## config.mk

```make
export PLATFORM = sky130hd
export DESIGN_NAME = sp_ram_arbiter
export DESIGN_NICKNAME = d
export VERILOG_FILES = /design/src/rtl/sp_ram_arb_pkg.sv /design/src/rtl/rr_burst_pick.sv /design/src/rtl/sp_ram_arbiter.sv
export SDC_FILE = /design/constraint.sdc
export NUM_CORES = 1
export LEC_CHECK = 0
export ABC_AREA = 1
export BUFFER_PORTS_ARGS = -buffer_cell sky130_fd_sc_hd__buf_2
export CORE_MARGIN = 5
export CORE_UTILIZATION = 40
export DETAILED_ROUTE_END_ITERATION = 16
export PLACE_DENSITY = 0.83
export SETUP_SLACK_MARGIN = 0.15
export SYNTH_ARGS = -nofsm -noshare
export SYNTH_HDL_FRONTEND = slang
export SYNTH_HIERARCHICAL = 1
export SYNTH_SLANG_ARGS = --single-unit
```

## constraint.sdc

```tcl
create_clock -name clk -period 2.76 [get_ports clk]
set_clock_uncertainty 0.1 [all_clocks]
set_input_delay 0.552 -clock clk [delete_from_list [all_inputs] [get_ports clk]]
set_output_delay 0.552 -clock clk [all_outputs]
set_load 0.05 [all_outputs]
```

## src/rtl/sp_ram_arb_pkg.sv

```systemverilog
// Shared definitions for the single-port RAM arbiter.
// Contents: owner state encoding, port identifiers, and a small
// helper that maps a port ID to its owner state.
`timescale 1ns/1ps
package sp_ram_arb_pkg;

    typedef enum logic [1:0] {
        IDLE  = 2'd0,
        OWN_A = 2'd1,
        OWN_B = 2'd2
    } owner_e;

    localparam logic PORT_A = 1'b0;
    localparam logic PORT_B = 1'b1;

    function automatic owner_e port_owner(input logic port);
        return (port == PORT_B) ? OWN_B : OWN_A;
    endfunction

endpackage

```

## src/rtl/rr_burst_pick.sv

```systemverilog
// Combinational grantee selection for the two-port RAM arbiter.
// Ports:
//   owner      current owner state (IDLE / OWN_A / OWN_B)
//   burst_cnt  consecutive grants given to the current owner
//   last       last port served (breaks ties from IDLE)
//   req_a/b    port requests
//   grant      a port is granted this cycle
//   port       granted port ID (valid when grant=1)
//   extend     grant continues the current owner's burst (count increments);
//              0 on a new owner or a sole-requester restart (count reloads to 1)
`timescale 1ns/1ps
module rr_burst_pick
    import sp_ram_arb_pkg::*;
#(
    parameter int unsigned MAX_BURST = 4,
    parameter int unsigned CNT_W     = $clog2(MAX_BURST + 1)
) (
    input  owner_e           owner,
    input  logic [CNT_W-1:0] burst_cnt,
    input  logic             last,
    input  logic             req_a,
    input  logic             req_b,
    output logic             grant,
    output logic             port,
    output logic             extend
);

    logic own_port;
    logic req_own;
    logic req_oth;
    logic below_limit;

    assign own_port    = (owner == OWN_B) ? PORT_B : PORT_A;
    assign req_own     = (own_port == PORT_B) ? req_b : req_a;
    assign req_oth     = (own_port == PORT_B) ? req_a : req_b;
    assign below_limit = burst_cnt < CNT_W'(MAX_BURST);

    always_comb begin
        grant  = 1'b0;
        port   = PORT_A;
        extend = 1'b0;
        unique case (owner)
            OWN_A, OWN_B: begin
                if (req_own && below_limit) begin
                    grant  = 1'b1;
                    port   = own_port;
                    extend = 1'b1;
                end else if (req_oth) begin
                    grant = 1'b1;
                    port  = ~own_port;
                end else if (req_own) begin
                    // Sole requester at the limit: keep it, but restart the burst.
                    grant = 1'b1;
                    port  = own_port;
                end
            end
            default: begin
                if (req_a && req_b) begin
                    grant = 1'b1;
                    port  = ~last;
                end else if (req_a) begin
                    grant = 1'b1;
                    port  = PORT_A;
                end else if (req_b) begin
                    grant = 1'b1;
                    port  = PORT_B;
                end
            end
        endcase
    end

endmodule

```

## src/rtl/sp_ram_arbiter.sv

```systemverilog
// Two-port round-robin arbiter with bounded bursts in front of a
// single-port RAM (registered read, 1-cycle latency).
// Ports:
//   clk, rst_n                 clock, asynchronous active-low reset
//   req_x/we_x/addr_x/wdata_x  per-port access request (x = a, b)
//   gnt_x                      combinational grant, same cycle as req
//   rvalid_x                   read data valid, one cycle after a read grant
//   rdata                      RAM read data, qualified by rvalid_x
//   ram_en/ram_w_r/ram_add/ram_data_in   RAM control/data pins
//   ram_data_out               RAM read data input
`timescale 1ns/1ps
module sp_ram_arbiter
    import sp_ram_arb_pkg::*;
#(
    parameter int unsigned DATA_WIDTH    = 8,
    parameter int unsigned ADDRESS_WIDTH = 4,
    parameter int unsigned MAX_BURST     = 4
) (
    input  logic                     clk,
    input  logic                     rst_n,
    input  logic                     req_a,
    input  logic                     we_a,
    input  logic [ADDRESS_WIDTH-1:0] addr_a,
    input  logic [DATA_WIDTH-1:0]    wdata_a,
    input  logic                     req_b,
    input  logic                     we_b,
    input  logic [ADDRESS_WIDTH-1:0] addr_b,
    input  logic [DATA_WIDTH-1:0]    wdata_b,
    output logic                     gnt_a,
    output logic                     gnt_b,
    output logic                     rvalid_a,
    output logic                     rvalid_b,
    output logic [DATA_WIDTH-1:0]    rdata,
    output logic                     ram_en,
    output logic                     ram_w_r,
    output logic [ADDRESS_WIDTH-1:0] ram_add,
    output logic [DATA_WIDTH-1:0]    ram_data_in,
    input  logic [DATA_WIDTH-1:0]    ram_data_out
);

    localparam int unsigned CNT_W = $clog2(MAX_BURST + 1);

    owner_e           owner_q, owner_d;
    logic [CNT_W-1:0] burst_cnt_q, burst_cnt_d;
    logic             last_q, last_d;
    logic             rvalid_a_q, rvalid_b_q;

    logic             pick_grant;
    logic             pick_port;
    logic             pick_extend;
    logic             grant;

    logic                     sel_we;
    logic [ADDRESS_WIDTH-1:0] sel_addr;
    logic [DATA_WIDTH-1:0]    sel_wdata;

    rr_burst_pick #(
        .MAX_BURST (MAX_BURST),
        .CNT_W     (CNT_W)
    ) u_pick (
        .owner     (owner_q),
        .burst_cnt (burst_cnt_q),
        .last      (last_q),
        .req_a     (req_a),
        .req_b     (req_b),
        .grant     (pick_grant),
        .port      (pick_port),
        .extend    (pick_extend)
    );

    // Requests may already be high during reset; keep grants and RAM pins quiet.
    assign grant = pick_grant & rst_n;

    assign gnt_a = grant & (pick_port == PORT_A);
    assign gnt_b = grant & (pick_port == PORT_B);

    assign sel_we    = (pick_port == PORT_B) ? we_b    : we_a;
    assign sel_addr  = (pick_port == PORT_B) ? addr_b  : addr_a;
    assign sel_wdata = (pick_port == PORT_B) ? wdata_b : wdata_a;

    always_comb begin
        ram_en      = grant;
        ram_w_r     = grant & sel_we;
        ram_add     = grant ? sel_addr  : '0;
        ram_data_in = grant ? sel_wdata : '0;
    end

    always_comb begin
        owner_d     = IDLE;
        burst_cnt_d = '0;
        last_d      = last_q;
        if (grant) begin
            owner_d     = port_owner(pick_port);
            burst_cnt_d = pick_extend ? burst_cnt_q + 1'b1 : CNT_W'(1);
            last_d      = pick_port;
        end
    end

    always_ff @(posedge clk or negedge rst_n) begin
        if (!rst_n) begin
            owner_q     <= IDLE;
            burst_cnt_q <= '0;
            last_q      <= PORT_B;
            rvalid_a_q  <= 1'b0;
            rvalid_b_q  <= 1'b0;
        end else begin
            owner_q     <= owner_d;
            burst_cnt_q <= burst_cnt_d;
            last_q      <= last_d;
            rvalid_a_q  <= gnt_a & ~we_a;
            rvalid_b_q  <= gnt_b & ~we_b;
        end
    end

    assign rvalid_a = rvalid_a_q;
    assign rvalid_b = rvalid_b_q;
    assign rdata    = ram_data_out;

endmodule
```

-- Word-level counts from Yosys, hierarchy flattened
Cells that the tools add are included.
- register bits: 8
- bits of input ports: 38
- output and inout bits: 26
- word-level logic and storage cells: 50
- add/subtract/negate cells: 1
- $lt $le $gt $ge: 1
- eq/ne operators: 2
- multiplexer cells: 27
- bitwise logic cells: 11
- reductions and logical operators: 3
- operator list (operator ; number):
    $mux 1 ; 19
    $mux 8 ; 2
    $mux 4 ; 2
    $and 1x1->1 ; 6
    $mux 3 ; 2
    $not 1->1 ; 5
    $mux 2 ; 2
    $add 3x1->3 const B ; 1
    $lt 3x3->1 const B ; 1
    $eq 2x1->1 const B ; 1
    $eq 2x2->1 const B ; 1
    $logic_and 1x1->1 ; 2
    $reduce_or 2->1 ; 1

-- Logic depth before layout (Yosys ltp)
- depth after elaboration: 10
- depth in mapped cells: 14
- gate-level depth less buffers: 12

-- By module
Netlist, hierarchy kept.
- modules (own cells, without submodules) (module ; instances ; cells an instance ; area an instance (um2) ; sequential area each (um2)):
    sp_ram_arbiter ; 1 ; 80 ; 639.4 ; 201.4
    rr_burst_pick ; 1 ; 23 ; 117.6 ; 0.0

-- Worst setup path before layout
No wires, ideal clock.
- kind: reg2out
- start: reg owner_q[1]
- end: out ram_data_in[6]
- arrival: 1.972 ns
- data required time: 2.108 ns
- path slack: 0.136 ns
- stages on the path, launching flop included: 10
- buffers on the path: 1
- cells stage by stage: dfrtp_1 > ha_1 > nor3_1 > nand2_1 > nand2_1 > nand2_1 > nand2_1 > buf_6 > nand2_1 > a21oi_1
- longest elaborated chain between the ends: 9
- elaborated cells on any way between the ends: 19
- those cells by class: eq/ne (2); mux (13); bitwise (2); reduce/logical (2)
- ends and longest elaborated chain (what ; RTL line ; source):
    from (decl) ; sp_ram_arbiter.sv:43 ; owner_e owner_q, owner_d;
    from (signal assigned) ; sp_ram_arbiter.sv:107 ; owner_q <= owner_d;
    $eq 2x2->1 ; rr_burst_pick.sv:33, rr_burst_pick.sv:42 ;
    $mux 1 ; rr_burst_pick.sv:33 ; assign own_port = (owner == OWN_B) ? PORT_B : PORT_A;
    $mux 1 ; rr_burst_pick.sv:34 ; assign req_own = (own_port == PORT_B) ? req_b : req_a;
    $mux 1 ; rr_burst_pick.sv:51 ; end else if (req_own) begin
    $mux 1 ; rr_burst_pick.sv:48 ; end else if (req_oth) begin
    $mux 1 ; rr_burst_pick.sv:44 ; if (req_own && below_limit) begin
    $mux 1 (*) ; rr_burst_pick.sv:42 ; unique case (owner)
    named net pick_port ; sp_ram_arbiter.sv:49 ; logic pick_port;
    $mux 8 (*) ; sp_ram_arbiter.sv:79 ; assign sel_wdata = (pick_port == PORT_B) ? wdata_b : wdata_a;
    $mux 8 (*) ; sp_ram_arbiter.sv:85 ; ram_data_in = grant ? sel_wdata : '0;
    to (decl) ; sp_ram_arbiter.sv:37 ; output logic [DATA_WIDTH-1:0] ram_data_in,
Mark *: on every way through the listed nets, which the timed path passes. The rest lies on a longest branch.

-- Worst setup path in the final report
- start: reg owner_q[0]
- end: out ram_add[3]
- longest elaborated chain between the ends: 9
- elaborated cells on any way between the ends: 19
- those cells by class: eq/ne (2); mux (13); bitwise (2); reduce/logical (2)
- ends and longest elaborated chain (what ; RTL line ; source):
    $eq 2x2->1 ; rr_burst_pick.sv:33, rr_burst_pick.sv:42 ;
    $mux 1 ; rr_burst_pick.sv:33 ;
    $mux 1 ; rr_burst_pick.sv:34 ;
    $mux 1 ; rr_burst_pick.sv:51 ;
    $mux 1 ; rr_burst_pick.sv:48 ;
    $mux 1 ; rr_burst_pick.sv:44 ;
    $mux 1 (*) ; rr_burst_pick.sv:42 ;
    named net pick_port ; sp_ram_arbiter.sv:49 ;
    $mux 4 (*) ; sp_ram_arbiter.sv:78 ; assign sel_addr = (pick_port == PORT_B) ? addr_b : addr_a;
    $mux 4 (*) ; sp_ram_arbiter.sv:84 ; ram_add = grant ? sel_addr : '0;
    to (decl) ; sp_ram_arbiter.sv:36 ; output logic [ADDRESS_WIDTH-1:0] ram_add,
Marked as above.

==> results.tsv <==
stage	metric	value	unit
yosys	synthSimpleGateAreaFrac	0.329	
yosys	synth_area	757	sq um
yosys	synth-xor-area-share	0	
floorplanning	rows	15	
worst_setup_path	r2r_slack	1120	ps
placed_design	placed_area	936	sq um
floorplanning	die_area	0.00286	sq mm
pwr	swShare	0.451	
yosys	ys_ff_latch	8	
placed_design	dpl.hpwl	1440	um
worst_setup_path	crit_path_max_incr_delay	360	ps
routing	drt_wl_total	2120	um
placed_design	gp_congestion	0.683	
floorplanning	pin_count	64	
floorplanning	initial_utilization	0.429	
timing	setup_viol	0	
yosys	syn_inst	103	
final_layout	areaGrowthSynthToFinish	54.2	%
yosys	yosys.area.top_type_share	0.231	
clock_tree	h-tree-depth	1	
clock_tree	cts_root_buf	clkbuf_4	
yosys	syn-num-nets	144	
pwr	p_per_area	488	mW/mm^2
worst_setup_path	crit_family	buffers and inverters	
yosys	avgSynthCellArea	7.35	sq um
routing	vias	817	
worst_setup_path	cpMostUsedCell	nand2_1	
worst_setup_path	path_cells	inv_2 > ha_4 > inv_2 > nand2_2 > nand3_2 > nand2_1 > nand2_1 > nand2_1 > nand2_2 > clkbuf_16 > clkinv_8 > nand2_1 > a21oi_2 > buf_6	
placed_design	io_buffers	47	
grt	overflow	0	
pwr	p_int	0.313	mW
worst_setup_path	path_buf_inv	5	
routing	via_per_inst	4.75	
grt	grt_usage	0.150	
worst_setup_path	critical_path_required	2110	ps
yosys	synth_cell_types	18	
grt	grt_first_pass_wirelength	3110	um
clock_tree	numClockSinks	8	
yosys	synth_commonest_cells	nand2_1, nand2_2, a21oi_2, inv_1, buf_4	
yosys	postSynth.asyncResetShare	1.00	
routing	route.detailed.drc	0	
pwr	pwr-share-seq	0.235	
grt	antenna_found_initial	0	
timing	max_freq	0.386	GHz
timing	finalSetupTns	0	ps
clock_tree	clock_path_buffers	2	
clock_tree	cts_buffers	3	
yosys	yosys.area_share.adder	0.0496	
final_layout	drive_above_1_share	0.626	
pwr	combPwrFrac	0.598	
worst_setup_path	worstPathMaxFanout	7	
timing	tightest_slew	377	ps
yosys	yosysMostFrequentCell	nand2_1	
status	status	completed	
timing	rsz0062_at_grt	yes	
yosys	synth_top_cell_by_area	dfrtp_1	
grt	grt_pass1_vias	780	
pwr	p_switching	0.257	mW
yosys	synth_compound_area_frac	0.149	
yosys	synth_area_leaders	dfrtp_1, nand2_1, a21oi_2	
grt	grt_max_degree	16	
yosys	yosysWarnings	6	
timing	relSlewSlack	0.748	
floorplanning	core	0.00176	sq mm
timing	final-hold-violation-count	0	
routing	antenna_left	0	
yosys	synth_top_family_by_area	simple AND/OR/NAND/NOR gates	
worst_setup_path	crit_arrival	1940	ps
routing	wl_per_cell	12.3	um
clock_tree	hold_buffers	0	
yosys	yosysSeqAreaShare	0.266	
pwr	ir_drop	0.298	mV
final_layout	nNetsFinal	189	
yosys	synth_edf_count	0	
worst_setup_path	slowest_stage	dfrtp_1	
yosys	synth_ff_type	dfrtp_1	
floorplanning	die_h	53.5	um
pwr	power_leakage	0.592	nW
worst_setup_path	critPathKind	register to output pin	
timing	slew_violations	0	
worst_setup_path	worst_setup_path_end_kind	output pin	
clock_tree	clk_pin_slew	60	ps
clock_tree	clk_latency	260	ps
floorplanning	fp.dieW	53.5	um
yosys	synth.area.mux_share	0	
pwr	clkPwrFrac	0.167	
final_layout	final_area	0.00117	sq mm
timing	fin_crit_sh	0.939	
clock_tree	cts_tree	yes	
clock_tree	postCtsSetupRepairBufs	0	
hold_path	hold_path.class	input pin to asynchronous set/reset pin	
job	drv_cap	0	
routing	first_pass_iters	4	
final_layout	num_antenna_cells	0	
routing	drt_iter0_drc	10	
timing	fin_crit	2590	ps
worst_setup_path	startpoint_type	register	
-- cell families (layout without fill, tap and decap cells) --
kind of cell    count (synthesis)  after routing
compound gates                 15             15
fa+ha+maj                       3              3
buf+inv                        22             66
flops                           8              8
simple gates                   55             55
-- power groups by stage --
stage          logic [mW]  clock network [mW]  registers, mW
2_1_floorplan       0.239                   0          0.140
3_3_place_gp        0.250                   0          0.134
3_5_place_dp        0.254                   0          0.135
4_1_cts             0.311              0.0985          0.134
5_1_grt             0.364               0.104          0.135
6_report            0.341              0.0951          0.134
-- placed cells by master, fill, tap and decap left out --
master     count
clkinv_8       2
buf_4          2
nor3_2         1
clkbuf_4       3
ha_4           1
nand2_2       13
a21oi_2       12
nand2_1       29
clkbuf_1       1
nand2_4        2
o21ai_0        1
buf_8          1
clkbuf_16      1
inv_2          3
buf_6         15
nand3_2        1
nand3b_1       1
ha_1           1
ha_2           1
inv_1          6
dfrtp_1        7
nor3_1         1
buf_2         32
a21oi_4        1
nand3_1        2
dfstp_2        1
nor2_1         5
a21oi_1        1
-- worst paths after layout --
kind,start,to,cells after the start
hold reg to reg,burst_cnt_q[0],burst_cnt_q[0],1
hold / removal,rst_n,rvalid_a,1
max in group asynchronous,rst_n,last_q,1
setup reg to reg,owner_q[0],rvalid_b,10
min in group clk,burst_cnt_q[0],burst_cnt_q[0],1
setup / recovery,owner_q[0],ram_add[3],14
-- per-stage QoR --
stage	power [mW]	utilization	hold WS, ps	instances	worst slack, ps
6_report	0.569	0.662	37.3	172	168
5_1_grt	0.603	0.662	44.6	172	55.2
4_1_cts	0.543	0.616	33.9	171	186
3_5_place_dp	0.389	0.530	316	165	245
3_3_place_gp	0.385	0.530	310	165	299
2_1_floorplan	0.379	-	156	103	194
-- cell type report --
type | count | area [sq um]
Fill cell | 164 | 597
Multi-Input combinational cell | 73 | 458
Timing Repair Buffer | 51 | 384
Sequential cell | 8 | 201
Inverter | 10 | 50.0
Tap cell | 25 | 31.3
Clock buffer | 4 | 26.3
Timing Repair inverter | 1 | 16.3
-- worst reg2reg max path, delay by kind of cell (launching register included) --
family                     cells  cell delay [ps]
adders and majority gates      1              220
buffers and inverters          2              270
DFF                            1              360
and+or+nand+nor                7              630
-- flip-flops by register name, indices dropped and copies added (netlist names) --
name and count:
burst_cnt_q 3, owner_q 2, last_q 1, rvalid_a 1, rvalid_b 1
-- per-layer routing --
layer  vias to the layer above  global-route usage  part of all wire  wire, um
li1                        397                   -                 -         -
met1                       363               0.141              0.35       751
met2                        51               0.273              0.51      1090
met3                         6              0.0676              0.11       240
met4                         0              0.0681             0.018        38
met5                         -                   0                 0         0
-- repair_timing --
| item | CTS | global route |
|---|---|---|
| resized for setup | 30 | 23 |
| pin swaps | 2 | 6 |
| endpoints found under the setup margin | 14 | 15 |
| gates cloned | 2 | 1 |
Note: power is estimated with default switching activity, not from simulation.
